==> config.mk <==
export PLATFORM = sky130hd
export DESIGN_NAME = game_controller
export DESIGN_NICKNAME = d
export VERILOG_FILES = /design/src/rtl/game_controller.sv
export SDC_FILE = /design/constraint.sdc
export NUM_CORES = 1
export LEC_CHECK = 0
export BUFFER_PORTS_ARGS = -buffer_cell sky130_fd_sc_hd__buf_2
export CORE_AREA = 2 2 39 41
export DETAILED_ROUTE_END_ITERATION = 8
export DIE_AREA = 0 0 41 43
export GPL_ROUTABILITY_DRIVEN = 0
export PLACE_DENSITY_LB_ADDON = 0.08
export SLEW_MARGIN = 0
export SYNTH_ARGS = -nofsm -noshare
export SYNTH_HDL_FRONTEND = slang
export SYNTH_SLANG_ARGS = --single-unit
export TNS_END_PERCENT = 5
==> constraint.sdc <==
create_clock -name clk -period 1.7 [get_ports clk]
set_input_delay 0.17 -clock clk [delete_from_list [all_inputs] [get_ports clk]]
set_output_delay 0.17 -clock clk [all_outputs]
set_load 0.02 [all_outputs]
==> src/rtl/game_controller.sv <==
// game_controller: adventure-game room FSM with a sword-tracking FSM.
// The room register is one-hot and drives s0..s6 directly, so every output is
// registered. Direction buttons are priority-encoded N > S > E > W before the
// room logic sees them.
module game_controller (
  input  logic clk,
  input  logic reset,
  input  logic N,
  input  logic S,
  input  logic E,
  input  logic W,
  output logic s6,
  output logic s5,
  output logic s4,
  output logic s3,
  output logic s2,
  output logic s1,
  output logic s0,
  output logic sw,
  output logic dead,
  output logic win
);

  // One-hot room encodings; bit i is output s<i>.
  localparam logic [6:0] CAVE   = 7'b000_0001;
  localparam logic [6:0] TUNNEL = 7'b000_0010;
  localparam logic [6:0] RIVER  = 7'b000_0100;
  localparam logic [6:0] STASH  = 7'b000_1000;
  localparam logic [6:0] DEN    = 7'b001_0000;
  localparam logic [6:0] VAULT  = 7'b010_0000;
  localparam logic [6:0] GRAVE  = 7'b100_0000;

  // Direction after priority resolution; at most one bit is set.
  typedef struct packed {
    logic n;
    logic s;
    logic e;
    logic w;
  } dir_t;

  logic [6:0] room, room_nxt;
  logic       sword;
  dir_t       dir;

  // Keep only the highest-priority asserted direction. Lower ones are dropped
  // even if the winner turns out to be an illegal exit.
  always_comb begin
    dir = '0;
    if (N)      dir.n = 1'b1;
    else if (S) dir.s = 1'b1;
    else if (E) dir.e = 1'b1;
    else if (W) dir.w = 1'b1;
  end

  // Room transitions; anything not listed is a stay.
  always_comb begin
    room_nxt = room;
    case (room)
      CAVE:   if (dir.e) room_nxt = TUNNEL;
      TUNNEL: begin
        if (dir.n)      room_nxt = CAVE;
        else if (dir.s) room_nxt = RIVER;
      end
      RIVER: begin
        if (dir.w)      room_nxt = STASH;
        else if (dir.e) room_nxt = DEN;
      end
      STASH:  if (dir.e) room_nxt = RIVER;
      // The den is a one-cycle stop; the outcome depends only on the sword.
      DEN:    room_nxt = sword ? VAULT : GRAVE;
      VAULT:  room_nxt = VAULT;
      GRAVE:  room_nxt = GRAVE;
      default: room_nxt = CAVE;
    endcase
  end

  // Room register; reset wins over any direction, from any room.
  always_ff @(posedge clk) begin
    if (reset) room <= CAVE;
    else       room <= room_nxt;
  end

  // Sword is picked up by spending an edge in the stash and kept until reset.
  always_ff @(posedge clk) begin
    if (reset)              sword <= 1'b0;
    else if (room == STASH) sword <= 1'b1;
  end

  assign {s6, s5, s4, s3, s2, s1, s0} = room;
  assign sw   = sword;
  assign dead = room[6];
  assign win  = room[5];

endmodule

# [After elaboration in Yosys (flattened, before gate mapping)]
# Index checks and enable logic that the tools add are counted.
[op_classes] eq_ne=11 muxes=15 n_reduce_logical=1
[ops] operator="2-to-1 mux 7 bit" n=7
[ops] operator="case mux 7 bit (7 select lines)" n=1
[ops] operator="== test 7 x 1 -> 1 bit, second input constant" n=1
[ops] operator="== test 7 x 2 -> 1 bit, second input constant" n=1
[ops] operator="== test 7 x 3 -> 1 bit, second input constant" n=1
[ops] operator="== test 7 x 4 -> 1 bit, second input constant" n=1
[ops] operator="== test 7 x 5 -> 1 bit, second input constant" n=1
[ops] operator="== test 7 x 6 -> 1 bit, second input constant" n=1
[ops] operator="== test 7 bit, second input constant" n=1
[ops] operator="!= test 3 bit, second input constant" n=2
[ops] operator="2-to-1 mux 1 bit" n=5
[ops] operator="!= test 2 bit, second input constant" n=2
[ops] operator="AND reduction 4 bit" n=1
[ops] operator="2-to-1 mux 3 bit" n=1
[ops] operator="2-to-1 mux 2 bit" n=1
[word_totals] reg_bits=8 inputBits=6 word_cells=29 out_inout_bits=10

# [Longest topological paths before layout]
[depth] ltp_word=7 ltp_mapped=5 depth_no_buf=4

# [Least setup slack after synthesis]
# OpenSTA, ideal clock, no wires.
[synth_path] path_type="register -> register" from="register room[4]" to="register room[0]" path_buffers=0 arrival_time_ns=1.596 synth_period_minus_slack_ns=1.732 setup_time_ns=0.136 required_time_ns=1.564 setup_slack_ns=-0.032 stages_incl_launch_ff=5 path_cell_list="dfxtp_1 inv_2 or4_4 a2111oi_4 o221ai_1"
[synth_between] elab_chain_len=3 word_cells_on_any_way=13 classes_between="11 x eq/ne; 1 x mux; 1 x reduce/logical"
[synth_rtl] item="from (decl)" line="41" text="logic [6:0] room, room_nxt;"
[synth_rtl] item="from (signal assigned)" line="80" text="else room <= room_nxt;"
[synth_rtl] item="== test 7 x 2 -> 1 bit, or another cell as far along" line="58" text="case (room)"
[synth_rtl] item="!= test 3 bit (no source line) or != test 2 bit (tied branches)"
[synth_rtl] item="AND reduction 4 bit (no source line)"
# Parallel ways exist; a longest one is shown, timed or not.
# A chain may end at the register's enable or synchronous reset.

# [Worst setup path in the final report]
# Same ends and word-level chain as after synthesis.

==> summary.txt <==
status - completed
Synth area leader - dfxtp_1
die footprint - 1763 sq um
flops & latches, synth - 8
global routing usage on met1 - 0.2476
drt wl/cell - 12.84 um
fin. max-slew vios - 0
commonest non-fill, non-tap cells in the layout - buf_2, dfxtp_1, buf_4, nor2_1
Seq/Total Area, Yosys - 0.2783
DR pass1 iterations - 4
Post-CTS Setup Repair Bufs - 0
slew at the pin closest to its max-slew limit - 0.4101 ns
Port Buffers - 15
via/cell ratio - 5.594
Max Root-Sink Buffers - 2
Max Fanout on Critical Path - 5
Avg Inst Size Synth - 8.590 sq um
most common cell after layout, fill and taps aside - buf_2
Critical Path RT - 1.84 ns
Tmin final - 1.578 ns
Max-Cap Viols - 0
mapped cell area - 575.6 sq um
final WL - 1297 um
row cnt - 14
Worst Hold Depth - 2
PwrDens - 790.7 nW/um^2
Global Route Usage Sum - 0.1835
initial antenna violation count - 0
crit-path cells - inv_2 -> or4_4 -> a2111oi_4 -> o221ai_1
hold worst-path end - room[1]
slowest cell on the critical path - or4_4
layout cells sized above 1 - 0.3882
Setup-failing EPs final - 0
hold path start - reset
post-layout util - 0.5072
worst skew pair latency - 0.26 ns
Syn Inst Count - 67
CTS Hold Buffers Added - 0
fraction of the cycle the final worst path needs - 0.9284
GRT Residual Overflow - 0
multi-input logic area - 370.4 sq um
Ant. Diodes - 0
area grow syn2layout - 21.96%
FF-to-FF Start - room[4]
Starting Density - 0.4159
Reg2Reg Depth - 4
Leak - 0.0002825 uW
vias in the first global route - 530
post-route ant nets - 0
CP Launch Type - flop
Yosys cell types - 34
Post-synth ARST share - 0
WP data arrival - 1.71 ns
DRC - 0
fmax - 0.6336 GHz
register area - 161.4 sq um
Final Hold Viols - 0
top cell type's share of synthesized area - 0.2783
dpl hpwl - 1027 um
crit path capture type - flop
die width - 41 um
RSZ-0062 raised after global routing - false
CTS buffer count - 3
CTS tree - yes
critical path type - flop to flop
R2R setup slack - 0.12 ns
Setup Skew - 0.004683 ns
Hold Crit Class - primary input to flop
EDFF count, synth - 0
synth warn - 0
worst relative slew slack - 0.7227
Sink Count - 8
Reg clk slew, reported paths - 0.06 ns
met2 GRT Util - 0.2656
H-tree levels - 1
Layout Nets - 93
initial DRC count - 7
cts repair resizes - 0
maximum number of pins on one net before global-route repair - 11
Synth Net Count - 73
top post-synthesis cells by area - dfxtp_1, a2111oi_4, nor2b_1
area of the core - 1384 sq um
number of fillers in the final layout - 138
most used routing layer - met2
setup TNS - 0 ns
GR Util met3 - 0.04712
IR drop worst, VDD - 329.8 uV
Chip Height - 43 um
FF-to-FF End - room[0]
clock root buffer - clkbuf_4
CP peak stage delay - 0.54 ns
first-pass GRT wire length - 2214 um
vias - 565
predominant post-synthesis flop cell - dfxtp_1
IO Count - 16
## final cells by class
type                    instances  area share
inverters                       2     0.01070
flip-flops and latches          8      0.2299
well taps                      16     0.02852
repair buffers                 21      0.1711
multi-input cells              51      0.5276
clock buffers                   3     0.03209
## registers in the layout, indices dropped and copies added, names as in the netlist
register	cells
sw	1
room	7
## worst max-delay path: cells and delay by family (launching register included)
family	cells	cell delay, ns
buffers and inverters	1	0.06
AO/OA/AOI/OAI	2	0.49
AND/OR/NAND/NOR	1	0.54
flip-flops	1	0.36
## per-stage QoR
stage	worst slack (ns)	power (uW)	hold slack [ns]	instances	cell area (sq um)
2_1_floorplan	0.07494	343.4	0.2424	67	576.8
3_3_place_gp	0.1452	406.1	0.4453	98	679.4
3_5_place_dp	0.1057	406.3	0.4453	98	679.4
4_1_cts	0.1077	557.4	0.1712	101	701.9
5_1_grt	0.03515	591.3	0.1892	101	701.9
6_report	0.1217	555.0	0.1663	101	701.9
## routing by layer
metal  part of all wire  vias up
li1                   -      286
met1               0.47      261
met2               0.47       15
met3              0.052        3
met4              0.012        0
met5                  0        -
## kinds of logic after synthesis
logic type | after synthesis | synth area share
muxes | 2 | 0.03478
AOI/OAI and AO/OA | 19 | 0.2935
DFF | 8 | 0.2783
buffers and inverters | 8 | 0.07824
xor gates and xnor gates | 1 | 0.01522
and+or+nand+nor | 29 | 0.3000
## synth_stat cells (2+ instances only)
library cell,count
nand3_1,2
mux2i_1,2
nor4_1,2
buf_4,2
nor2_1,5
a22oi_1,3
a21oi_1,3
nor2b_1,4
o21ai_0,2
nand2b_1,3
dfxtp_1,8
nor3_1,3
nand2_1,4
o22ai_1,2
clkbuf_1,3
## power breakdown
group | internal [uW] | switching [uW]
clock network | 81.2 | 70.8
logic | 88.3 | 89.1
registers | 198 | 27.3
## worst max path at each step
stage / startpoint / to / slack (ns) / cells after the start
6_report: room[4] / room[0] / 0.12 / 4
4_1_cts: room[4] / room[0] / 0.11 / 4
2_1_floorplan: room[6] / room[0] / 0.07 / 4
3_3_place_gp: room[4] / room[0] / 0.15 / 4
3_5_place_dp: room[4] / room[0] / 0.11 / 4
5_1_grt: room[4] / room[0] / 0.04 / 4
Note: power is estimated with default switching activity, not from simulation.
